<file path="config.mk">
export PLATFORM = sky130hd
export DESIGN_NAME = control_sequencer_flat
export DESIGN_NICKNAME = d
export VERILOG_FILES = /design/src/rtl/control_sequencer_if.sv /design/src/rtl/control_sequencer.sv /design/src/flat_wrapper.sv
export SDC_FILE = /design/constraint.sdc
export NUM_CORES = 1
export LEC_CHECK = 0
export ABC_CLOCK_PERIOD_IN_PS = 3690
export BUFFER_PORTS_ARGS = -buffer_cell sky130_fd_sc_hd__buf_4
export CORE_MARGIN = 2
export CORE_UTILIZATION = 49
export CTS_BUF_LIST = sky130_fd_sc_hd__clkbuf_4
export DETAILED_ROUTE_END_ITERATION = 10
export PLACE_DENSITY = 0.94
export SLEW_MARGIN = 25
export SYNTH_ARGS = -nofsm -noshare
export SYNTH_HDL_FRONTEND = slang
export SYNTH_SLANG_ARGS = --single-unit
</file>
<file path="constraint.sdc">
create_clock -name clk -period 3.69 [get_ports clk]
set_clock_uncertainty 0.2 [all_clocks]
set_input_delay 0.9225 -clock clk [delete_from_list [all_inputs] [get_ports clk]]
set_output_delay 0.9225 -clock clk [all_outputs]
set_load 0.005 [all_outputs]
</file>
<file path="src/rtl/control_sequencer_if.sv">
// Signal bundle between the control sequencer and the datapath/memory it steers.
interface control_sequencer_if;
    logic        run;
    logic [31:0] ir;
    logic        mem_done;

    logic [15:0] reg_sel;
    logic [15:0] reg_in;
    logic        hi_sel, low_sel, zhigh_sel, zlow_sel, pc_sel, mdr_sel, inport_sel, c_sel;
    logic        hi_in, low_in, zhigh_in, zlow_in, pc_in, mdr_in, ir_in, ry_in, rz_in, mar_in;
    logic [3:0]  alu_control;
    logic        md_read;
    logic        mem_read;
    logic        mem_write;
    logic        halted;
    logic        fault;

    // Sequencer side: observes IR/run/memory, issues every control.
    modport master (
        input  run, ir, mem_done,
        output reg_sel, reg_in,
               hi_sel, low_sel, zhigh_sel, zlow_sel, pc_sel, mdr_sel, inport_sel, c_sel,
               hi_in, low_in, zhigh_in, zlow_in, pc_in, mdr_in, ir_in, ry_in, rz_in, mar_in,
               alu_control, md_read, mem_read, mem_write, halted, fault
    );

    // Datapath/memory side: consumes controls, reports IR/run/memory status.
    modport slave (
        output run, ir, mem_done,
        input  reg_sel, reg_in,
               hi_sel, low_sel, zhigh_sel, zlow_sel, pc_sel, mdr_sel, inport_sel, c_sel,
               hi_in, low_in, zhigh_in, zlow_in, pc_in, mdr_in, ir_in, ry_in, rz_in, mar_in,
               alu_control, md_read, mem_read, mem_write, halted, fault
    );
endinterface

</file>
<file path="src/rtl/control_sequencer.sv">
// Hardwired fetch/decode/execute sequencer for the reduced-ISA datapath,
// including the memory request/done handshake with a bounded wait.
module control_sequencer #(
    parameter int unsigned MEM_WAIT_MAX = 15
) (
    input  logic                clk,
    input  logic                reset,
    control_sequencer_if.master bus
);
    localparam int unsigned CNT_W = 8;

    localparam logic [4:0] OP_LD   = 5'b00000;
    localparam logic [4:0] OP_ST   = 5'b00010;
    localparam logic [4:0] OP_ADD  = 5'b00011;
    localparam logic [4:0] OP_SUB  = 5'b00100;
    localparam logic [4:0] OP_AND  = 5'b00101;
    localparam logic [4:0] OP_OR   = 5'b00110;
    localparam logic [4:0] OP_ADDI = 5'b01100;
    localparam logic [4:0] OP_MUL  = 5'b01111;
    localparam logic [4:0] OP_DIV  = 5'b10000;
    localparam logic [4:0] OP_HALT = 5'b11001;

    localparam logic [3:0] ALU_ADD = 4'b0000;
    localparam logic [3:0] ALU_SUB = 4'b0001;
    localparam logic [3:0] ALU_AND = 4'b0010;
    localparam logic [3:0] ALU_OR  = 4'b0011;
    localparam logic [3:0] ALU_MUL = 4'b1000;
    localparam logic [3:0] ALU_DIV = 4'b1001;
    localparam logic [3:0] ALU_INC = 4'b1111;

    typedef enum logic [3:0] {
        S_IDLE, S_T0, S_T1, S_T2, S_T3, S_T4, S_T5, S_T6, S_T7, S_HALT, S_FAULT
    } state_t;

    state_t             state;
    state_t             after_instr;
    logic [CNT_W-1:0]   wait_cnt;

    logic [4:0]  opcode;
    logic [3:0]  ra, rb, rc;
    logic        is_alu, is_addi, is_muldiv, is_ld, is_st, is_halt;
    logic [3:0]  alu_op;
    logic        in_wait;
    logic        timeout;
    logic        ir_unused;

    assign opcode    = bus.ir[31:27];
    assign ra        = bus.ir[26:23];
    assign rb        = bus.ir[22:19];
    assign rc        = bus.ir[18:15];
    assign ir_unused = ^bus.ir[14:0];

    function automatic logic [15:0] onehot(input logic [3:0] idx);
        return 16'h0001 << idx;
    endfunction

    // Instruction class and ALU op from the opcode field
    always_comb begin
        is_alu    = 1'b0;
        is_addi   = 1'b0;
        is_muldiv = 1'b0;
        is_ld     = 1'b0;
        is_st     = 1'b0;
        is_halt   = 1'b0;
        alu_op    = ALU_ADD;
        case (opcode)
            OP_ADD:  begin is_alu = 1'b1;    alu_op = ALU_ADD; end
            OP_SUB:  begin is_alu = 1'b1;    alu_op = ALU_SUB; end
            OP_AND:  begin is_alu = 1'b1;    alu_op = ALU_AND; end
            OP_OR:   begin is_alu = 1'b1;    alu_op = ALU_OR;  end
            OP_MUL:  begin is_muldiv = 1'b1; alu_op = ALU_MUL; end
            OP_DIV:  begin is_muldiv = 1'b1; alu_op = ALU_DIV; end
            OP_ADDI: is_addi = 1'b1;
            OP_LD:   is_ld   = 1'b1;
            OP_ST:   is_st   = 1'b1;
            OP_HALT: is_halt = 1'b1;
            default: ;
        endcase
    end

    // Memory wait states: fetch, load read and store write
    assign in_wait     = (state == S_T1) || (state == S_T6 && is_ld) || (state == S_T7 && is_st);
    assign timeout     = in_wait && !bus.mem_done && (wait_cnt == CNT_W'(MEM_WAIT_MAX - 1));
    assign after_instr = bus.run ? S_T0 : S_IDLE;

    // Step sequencing and the outstanding-request counter
    always_ff @(posedge clk or negedge reset) begin
        if (!reset) begin
            state    <= S_IDLE;
            wait_cnt <= '0;
        end else begin
            if (!in_wait) begin
                wait_cnt <= '0;
            end else if (!bus.mem_done) begin
                wait_cnt <= wait_cnt + CNT_W'(1);
            end

            case (state)
                S_IDLE: if (bus.run) state <= S_T0;
                S_T0:   state <= S_T1;
                S_T1: begin
                    if (bus.mem_done)  state <= S_T2;
                    else if (timeout)  state <= S_FAULT;
                end
                S_T2:   state <= S_T3;
                S_T3: begin
                    if (is_halt)
                        state <= S_HALT;
                    else if (is_alu || is_addi || is_muldiv || is_ld || is_st)
                        state <= S_T4;
                    else
                        state <= after_instr;
                end
                S_T4:   state <= is_muldiv ? after_instr : S_T5;
                S_T5:   state <= (is_ld || is_st) ? S_T6 : after_instr;
                S_T6: begin
                    if (!is_ld)             state <= S_T7;
                    else if (bus.mem_done)  state <= S_T7;
                    else if (timeout)       state <= S_FAULT;
                end
                S_T7: begin
                    if (!is_st)             state <= after_instr;
                    else if (bus.mem_done)  state <= after_instr;
                    else if (timeout)       state <= S_FAULT;
                end
                S_HALT:  state <= S_HALT;
                S_FAULT: state <= S_FAULT;
                default: state <= S_IDLE;
            endcase
        end
    end

    // Control decode from the current step (read-wait strobes also follow mem_done)
    always_comb begin
        bus.reg_sel     = '0;
        bus.reg_in      = '0;
        bus.hi_sel      = 1'b0;
        bus.low_sel     = 1'b0;
        bus.zhigh_sel   = 1'b0;
        bus.zlow_sel    = 1'b0;
        bus.pc_sel      = 1'b0;
        bus.mdr_sel     = 1'b0;
        bus.inport_sel  = 1'b0;
        bus.c_sel       = 1'b0;
        bus.hi_in       = 1'b0;
        bus.low_in      = 1'b0;
        bus.zhigh_in    = 1'b0;
        bus.zlow_in     = 1'b0;
        bus.pc_in       = 1'b0;
        bus.mdr_in      = 1'b0;
        bus.ir_in       = 1'b0;
        bus.ry_in       = 1'b0;
        bus.rz_in       = 1'b0;
        bus.mar_in      = 1'b0;
        bus.alu_control = ALU_ADD;
        bus.md_read     = 1'b0;
        bus.mem_read    = 1'b0;
        bus.mem_write   = 1'b0;
        bus.halted      = 1'b0;
        bus.fault       = 1'b0;
        case (state)
            S_T0: begin
                bus.pc_sel      = 1'b1;
                bus.mar_in      = 1'b1;
                bus.alu_control = ALU_INC;
                bus.zlow_in     = 1'b1;
            end
            S_T1: begin
                bus.mem_read = 1'b1;
                if (wait_cnt == '0) begin
                    bus.zlow_sel = 1'b1;
                    bus.pc_in    = 1'b1;
                end
                if (bus.mem_done) begin
                    bus.md_read = 1'b1;
                    bus.mdr_in  = 1'b1;
                end
            end
            S_T2: begin
                bus.mdr_sel = 1'b1;
                bus.ir_in   = 1'b1;
            end
            S_T3: begin
                if (is_muldiv) begin
                    bus.reg_sel = onehot(ra);
                    bus.ry_in   = 1'b1;
                end else if (is_alu || is_addi || is_ld || is_st) begin
                    bus.reg_sel = onehot(rb);
                    bus.ry_in   = 1'b1;
                end
            end
            S_T4: begin
                if (is_alu) begin
                    bus.reg_sel     = onehot(rc);
                    bus.alu_control = alu_op;
                    bus.zlow_in     = 1'b1;
                end else if (is_muldiv) begin
                    bus.reg_sel     = onehot(rb);
                    bus.alu_control = alu_op;
                    bus.hi_in       = 1'b1;
                    bus.low_in      = 1'b1;
                end else begin
                    bus.c_sel       = 1'b1;
                    bus.alu_control = ALU_ADD;
                    bus.zlow_in     = 1'b1;
                end
            end
            S_T5: begin
                bus.zlow_sel = 1'b1;
                if (is_ld || is_st) bus.mar_in = 1'b1;
                else                bus.reg_in = onehot(ra);
            end
            S_T6: begin
                if (is_ld) begin
                    bus.mem_read = 1'b1;
                    if (bus.mem_done) begin
                        bus.md_read = 1'b1;
                        bus.mdr_in  = 1'b1;
                    end
                end else begin
                    bus.reg_sel = onehot(ra);
                    bus.mdr_in  = 1'b1;
                end
            end
            S_T7: begin
                bus.mdr_sel = 1'b1;
                if (is_st) bus.mem_write = 1'b1;
                else       bus.reg_in    = onehot(ra);
            end
            S_HALT:  bus.halted = 1'b1;
            S_FAULT: bus.fault  = 1'b1;
            default: ;
        endcase
    end
endmodule

</file>
<file path="src/flat_wrapper.sv">
// flat-port wrapper written by rule: the top's interface ports become plain ports
module control_sequencer_flat 
#(
    parameter int unsigned MEM_WAIT_MAX = 15
)
  (clk, reset, bus_run, bus_ir, bus_mem_done, bus_reg_sel, bus_reg_in, bus_hi_sel, bus_low_sel, bus_zhigh_sel, bus_zlow_sel, bus_pc_sel, bus_mdr_sel, bus_inport_sel, bus_c_sel, bus_hi_in, bus_low_in, bus_zhigh_in, bus_zlow_in, bus_pc_in, bus_mdr_in, bus_ir_in, bus_ry_in, bus_rz_in, bus_mar_in, bus_alu_control, bus_md_read, bus_mem_read, bus_mem_write, bus_halted, bus_fault);
  control_sequencer_if bus_i ();
  input  logic clk;
  input  logic reset;
  input wire logic [$bits(bus_i.run)-1:0] bus_run;
  input wire logic [$bits(bus_i.ir)-1:0] bus_ir;
  input wire logic [$bits(bus_i.mem_done)-1:0] bus_mem_done;
  output wire logic [$bits(bus_i.reg_sel)-1:0] bus_reg_sel;
  output wire logic [$bits(bus_i.reg_in)-1:0] bus_reg_in;
  output wire logic [$bits(bus_i.hi_sel)-1:0] bus_hi_sel;
  output wire logic [$bits(bus_i.low_sel)-1:0] bus_low_sel;
  output wire logic [$bits(bus_i.zhigh_sel)-1:0] bus_zhigh_sel;
  output wire logic [$bits(bus_i.zlow_sel)-1:0] bus_zlow_sel;
  output wire logic [$bits(bus_i.pc_sel)-1:0] bus_pc_sel;
  output wire logic [$bits(bus_i.mdr_sel)-1:0] bus_mdr_sel;
  output wire logic [$bits(bus_i.inport_sel)-1:0] bus_inport_sel;
  output wire logic [$bits(bus_i.c_sel)-1:0] bus_c_sel;
  output wire logic [$bits(bus_i.hi_in)-1:0] bus_hi_in;
  output wire logic [$bits(bus_i.low_in)-1:0] bus_low_in;
  output wire logic [$bits(bus_i.zhigh_in)-1:0] bus_zhigh_in;
  output wire logic [$bits(bus_i.zlow_in)-1:0] bus_zlow_in;
  output wire logic [$bits(bus_i.pc_in)-1:0] bus_pc_in;
  output wire logic [$bits(bus_i.mdr_in)-1:0] bus_mdr_in;
  output wire logic [$bits(bus_i.ir_in)-1:0] bus_ir_in;
  output wire logic [$bits(bus_i.ry_in)-1:0] bus_ry_in;
  output wire logic [$bits(bus_i.rz_in)-1:0] bus_rz_in;
  output wire logic [$bits(bus_i.mar_in)-1:0] bus_mar_in;
  output wire logic [$bits(bus_i.alu_control)-1:0] bus_alu_control;
  output wire logic [$bits(bus_i.md_read)-1:0] bus_md_read;
  output wire logic [$bits(bus_i.mem_read)-1:0] bus_mem_read;
  output wire logic [$bits(bus_i.mem_write)-1:0] bus_mem_write;
  output wire logic [$bits(bus_i.halted)-1:0] bus_halted;
  output wire logic [$bits(bus_i.fault)-1:0] bus_fault;
  assign bus_i.run = bus_run;
  assign bus_i.ir = bus_ir;
  assign bus_i.mem_done = bus_mem_done;
  assign bus_reg_sel = bus_i.reg_sel;
  assign bus_reg_in = bus_i.reg_in;
  assign bus_hi_sel = bus_i.hi_sel;
  assign bus_low_sel = bus_i.low_sel;
  assign bus_zhigh_sel = bus_i.zhigh_sel;
  assign bus_zlow_sel = bus_i.zlow_sel;
  assign bus_pc_sel = bus_i.pc_sel;
  assign bus_mdr_sel = bus_i.mdr_sel;
  assign bus_inport_sel = bus_i.inport_sel;
  assign bus_c_sel = bus_i.c_sel;
  assign bus_hi_in = bus_i.hi_in;
  assign bus_low_in = bus_i.low_in;
  assign bus_zhigh_in = bus_i.zhigh_in;
  assign bus_zlow_in = bus_i.zlow_in;
  assign bus_pc_in = bus_i.pc_in;
  assign bus_mdr_in = bus_i.mdr_in;
  assign bus_ir_in = bus_i.ir_in;
  assign bus_ry_in = bus_i.ry_in;
  assign bus_rz_in = bus_i.rz_in;
  assign bus_mar_in = bus_i.mar_in;
  assign bus_alu_control = bus_i.alu_control;
  assign bus_md_read = bus_i.md_read;
  assign bus_mem_read = bus_i.mem_read;
  assign bus_mem_write = bus_i.mem_write;
  assign bus_halted = bus_i.halted;
  assign bus_fault = bus_i.fault;
  control_sequencer #(.MEM_WAIT_MAX(MEM_WAIT_MAX)) u_core (.clk(clk), .reset(reset), .bus(bus_i));
endmodule
</file>
======== Yosys cells after proc, flatten, opt, wreduce, memory -nomap -nowiden ========
Index checks and enable logic that the tools add are counted.
storage, ports and cells
  register bits after elaboration ......... 12
  latch bits .............................. 0
  RAM bits ................................ 0
  ROM bits ................................ 0
  bits of input ports ..................... 36
  output and inout bits ................... 59
  logic and storage cells ................. 112
  memories ................................ 0
operators by class
  add/subtract/negate cells ............... 1
  multiply operators ...................... 0
  div/mod/pow operators ................... 0
  $lt $le $gt $ge ......................... 0
  equality and inequality tests ........... 22
  shifts and indexed selects .............. 3
  mux-type cells .......................... 64
  bitwise gates (word level) .............. 0
  reduce and logical (&&, ||, !) cells .... 20
operator list
  operator                                           number
  2-to-1 mux 16 bit                                  7
  2-to-1 mux 4 bit                                   13
  one-hot mux 16 bit (3 select lines)                1
  left shift 1 x 4 -> 16 bit (first input constant)  3
  one-hot mux 4 bit (11 select lines)                1
  one-hot mux 16 bit (2 select lines)                1
  2-to-1 mux 1 bit                                   31
  one-hot mux 4 bit (5 select lines)                 1
  == test 4 x 3 -> 1 bit (second input constant)     4
  2-to-1 mux 8 bit                                   2
  == test 5 x 3 -> 1 bit (second input constant)     3
  == test 4 bit (second input constant)              3
  one-hot mux 1 bit (2 select lines)                 6
  == test 5 x 2 -> 1 bit (second input constant)     2
  == test 5 x 4 -> 1 bit (second input constant)     2
  == test 5 bit (second input constant)              2
  logical OR 1 bit                                   9
  adder 8 x 1 -> 8 bit (second input constant)       1
  == test 4 x 2 -> 1 bit (second input constant)     2
  == test 8 x 4 -> 1 bit (second input constant)     1
  logical NOT 8 bit                                  1
  one-hot mux 4 bit (2 select lines)                 1
  logical NOT 5 bit                                  1
  == test 4 x 1 -> 1 bit (second input constant)     1
  other kinds (6)                                    11

======== Logic depth before layout (Yosys ltp) ========
  depth in word-level cells ............... 11
  gate-level depth with buffers ........... 7
  depth with buffers taken out ............ 6

======== Worst setup path before layout ========
OpenSTA, ideal clock, no wires.
  kind .................................... input to output
  start ................................... in bus_ir[30]
  end ..................................... out bus_reg_sel[1]
  arrival ................................. 2.311 ns
  data required time ...................... 2.568 ns
  path slack .............................. 0.256 ns
  stages on the path ...................... 6
  path buffers ............................ 1
  cells stage by stage .................... buf_2 -> and2_1 -> a32oi_2 -> o22ai_2 -> or3b_1 -> o221ai_1
between the ends
  cells in the longest elaborated chain, start to end .. 9
  elaborated cells between the ends (all ways) .. 25
  those cells by class .................... 8 x eq/ne; 11 x mux; 6 x reduce/logical
RTL lines
  item                                                                     line                      source
  start: declaration                                                       flat_wrapper.sv:11        input wire logic [$bits(bus_i.ir)-1:0] bus_ir;
  == test 5 x 2 -> 1 bit / == test 5 x 3 -> 1 bit (equally long branches)  control_sequencer.sv:66   case (opcode)
  OR reduction 4 bit (no source line)                                      n/a
  2-to-1 mux 1 bit                                                         control_sequencer.sv:66
  logical OR 1 bit (3 in series)                                           control_sequencer.sv:187  end else if (is_alu || is_addi || is_ld || is_st) begin
  2-to-1 mux 16 bit                                                        control_sequencer.sv:187
  2-to-1 mux 16 bit                                                        control_sequencer.sv:184  if (is_muldiv) begin
  one-hot mux 16 bit (3 select lines) *                                    control_sequencer.sv:161  case (state)
  end: declaration                                                         flat_wrapper.sv:13        output wire logic [$bits(bus_i.reg_sel)-1:0] bus_reg_sel;
Mark *: on every way between the ends. The rest lies on a longest branch, timed or not.

======== Worst setup path in the final report ========
  start ................................... in bus_ir[27]
  end ..................................... out bus_reg_sel[11]
Same word-level chain as after synthesis.

==> metrics <==
status=finished, violations left; failing checks=setup timing; Gate Count Post-Synth=297; row count=23; met1 usage=0.3456; average wire per standard cell=16.19 um; most frequent cells in the layout=buf_4 (95), nor2_1 (37), nand2_1 (27); Post-Syn Area per Cell=6.997 sq um; Slowest-stage cell, CP=nor4_4; Synth Area in Simple Gates=0.4606; antenna-violating nets left=0; fill count=just over 300; first-pass GRT wire length=10.89 mm; critical path peak fanout=5; commonest non-fill, non-tap cell in the layout=buf_4; Sink Count=12; Global Route met3 Usage=0.03509; Synth cell types=66; YS warnings=0; CP Class=input port to output pin; Tcrit/Tclk final=1.008; GRT Residual Overflow=0; hpwl dp=5.088 mm; clock latency on the worst-skew pair=0.27 ns; Clk pin slew, worst setup/hold paths=0.07 ns; max-cap viol count=0; I/O pin count=95; vias in the first global route=2381; share of power burned in registers=0.203; Synth Area in XOR/XNOR=0.03371; Reg2Reg Depth=6; layout cells sized above 1=0.3456; pin count of the biggest net entering global routing=19; prevailing post-synth register cell=dfrtp_1; largest family of logic cells by synthesized area=simple AND/OR/NAND/NOR gates; gp weighted congestion=0.9465; CTS H-tree depth=1; Max stage delay on crit path=0.42 ns; LEAKAGE=around 1.3 nW; Clock power frac=0.081; Slew HR=0.6332; Initial Util=0.5158; DR vias/cell=~6.3; register bit total from synthesis=12; GRT Total Usage=0.2607; Fin. Hold Viols=0; post-route minimum period=3.719 ns; actual slew at the worst max-slew pin=0.5502 ns; Max Clock Freq=268.9 MHz; post-synth top area share=0.1445; die area=4778 sq um; mux cell area share after synthesis=0.01445; number of synthesized flops with an enable pin=0; worst IR drop on VDD=0.4158 mV; TritonCTS clock tree=built; grt met2 use=0.4487; setup ws final=-0.02856 ns; busiest layer in global routing=met2; Worst Path Arrival=2.60 ns; switching power=0.4910 mW; final WL=6.946 mm; Worst Path Required=2.57 ns; Slew Limit Fails=0; CTS Root Cell=clkbuf_4; RSZ-0062 raised after global routing=true; TritonCTS Buffers=3; Die Y=around 69 um; Comb pwr share=0.715; Final Util=0.7199; final setup fails=2; Yosys top cell by area=dfrtp_1; Pwr Density=around 350 nW/um^2; Layout area overhead=39.55%; Pint=0.5208 mW; Sw Ratio=0.4853; chip width=69.13 um; Initial DRC Count=237; compound-gate portion of the synthesized area=0.2384; Cell Chain, Critical Path=buf_12, nor4_4, a211oi_2, a311oi_4, buf_6, nand2_4, o21ai_1, buf_4; vias=between 2000 and 3000; Final Net Count=419; Pre-antenna DRT Iters=5; antenna cells=0; endpoint type of the worst setup path=output pin; top cells by area, synth=dfrtp_1 (14%), nor2_1 (6.9%), nor3_1 (5.1%), nand2_1 (4.9%), nand2b_1 (4.5%); Clock Tree Buf Depth=2; Mapped Area=2078 sq um; initial antenna violation count=0; sequential share of the synthesized area=0.1445; post-synthesis async set-or-reset flop share=1.000; startpoint types=input port; final cell count without fillers=429; Cells after DPL=417; adder-cell share of the synthesized area=0.02288; # port buffers=73; Worst Hold Class=input port to asynchronous set/reset pin; Post-route DRC=0; core area=a little over 4000 sq um
[worst paths after layout]
check / endpoint / slack (ns) / startpoint
min in group clk: u_core.wait_cnt[7] / 0.36 / u_core.wait_cnt[7]
max in group asynchronous: u_core.wait_cnt[1] / 2.87 / reset
worst min-delay path: u_core.wait_cnt[5] / 0.27 / reset
worst min register to register: u_core.wait_cnt[7] / 0.36 / u_core.wait_cnt[7]
worst max-delay path: bus_reg_sel[11] / -0.03 / bus_ir[27]
worst max register to register: u_core.state[3] / 1.40 / u_core.state[0]
[kinds of logic (layout without fill, tap and decap cells)]
kind of cell,Yosys count,in the layout
buffers and inverters,34,111
DFF,12,12
adders and majority gates,4,4
xor gates and xnor gates,8,8
other,1,6
and+or+nand+nor,171,171
AOI/OAI and AO/OA,64,64
muxes,3,3
[power by group through the flow]
stage | Clock, mW | Sequential, mW | Combinational (mW)
2_1_floorplan | 0 | 0.174 | 0.462
3_3_place_gp | 0 | 0.203 | 0.663
3_5_place_dp | 0 | 0.205 | 0.685
4_1_cts | 0.0848 | 0.203 | 0.696
5_1_grt | 0.0928 | 0.212 | 0.774
6_report | 0.0821 | 0.206 | 0.724
[metal layers]
| metal | wire, um | part of all wire | vias to the layer above |
|---|---|---|---|
| li1 | - | - | 1257 |
| met1 | 2815 | 0.41 | 1249 |
| met2 | 3404 | 0.49 | 166 |
| met3 | 554 | 0.080 | 28 |
| met4 | 172 | 0.025 | 0 |
| met5 | 0 | 0 | - |
[through the flow]
stage | hold slack, ns | power, mW | cell area, sq um | worst slack (ns) | TNS (ns)
2_1_floorplan | 0.3063 | 0.6363 | 2097 | 0.2562 | 0
3_3_place_gp | 0.3220 | 0.8656 | 2703 | 0.01857 | 0
3_5_place_dp | 0.3365 | 0.8895 | 2703 | -0.03562 | -0.1500
4_1_cts | 0.2656 | 0.9839 | 2776 | -0.009105 | -0.009105
5_1_grt | 0.2626 | 1.079 | 2900 | -0.08707 | -0.4259
6_report | 0.2712 | 1.012 | 2900 | -0.02856 | -0.05304
[cell usage after synthesis (all sizes together) (4+ instances only)]
| cell | number |
|---|---|
| o21ai | 10 |
| or2 | 5 |
| buf | 17 |
| a32oi | 4 |
| nor3b | 6 |
| nand3 | 10 |
| nor2 | 39 |
| clkbuf | 10 |
| nor4 | 9 |
| o211ai | 6 |
| nor4b | 5 |
| o221ai | 5 |
| nor2b | 9 |
| nor3 | 21 |
| xor2 | 5 |
| dfrtp | 12 |
| inv | 7 |
| nand2 | 29 |
| nand4 | 6 |
| a21oi | 9 |
| a21o | 4 |
| nand2b | 15 |
[worst max-delay path: cells and delay by family]
family	cells	cell delay, ns
simple gates	2	0.48
compound gates	3	0.75
buf+inv	3	0.45
[flip-flops by register name, indices dropped and copies added (netlist names)]
signal / count
u_core.wait_cnt: 8
u_core.state: 4
[what timing repair did]
| action | 4_1_cts | 5_1_grt |
|---|---|---|
| gates cloned | 1 | 0 |
| setup buffers | 3 | 4 |
| pin swaps | 4 | 11 |
| gates resized for setup | 5 | 17 |
| endpoints found under the setup margin | 7 | 28 |
| hold buffers | 0 | 0 |
[cell type report]
class,count,area [sq um],area share
clock inverters,1,3.754,0.001294
well taps,50,62.56,0.02157
flip-flops and latches,12,300.3,0.1035
clock buffers,3,22.52,0.007765
multi-input cells,256,1698,0.5854
repair buffers,100,787.0,0.2714
inverters,7,26.28,0.009060
(Power assumes the default switching activity.)
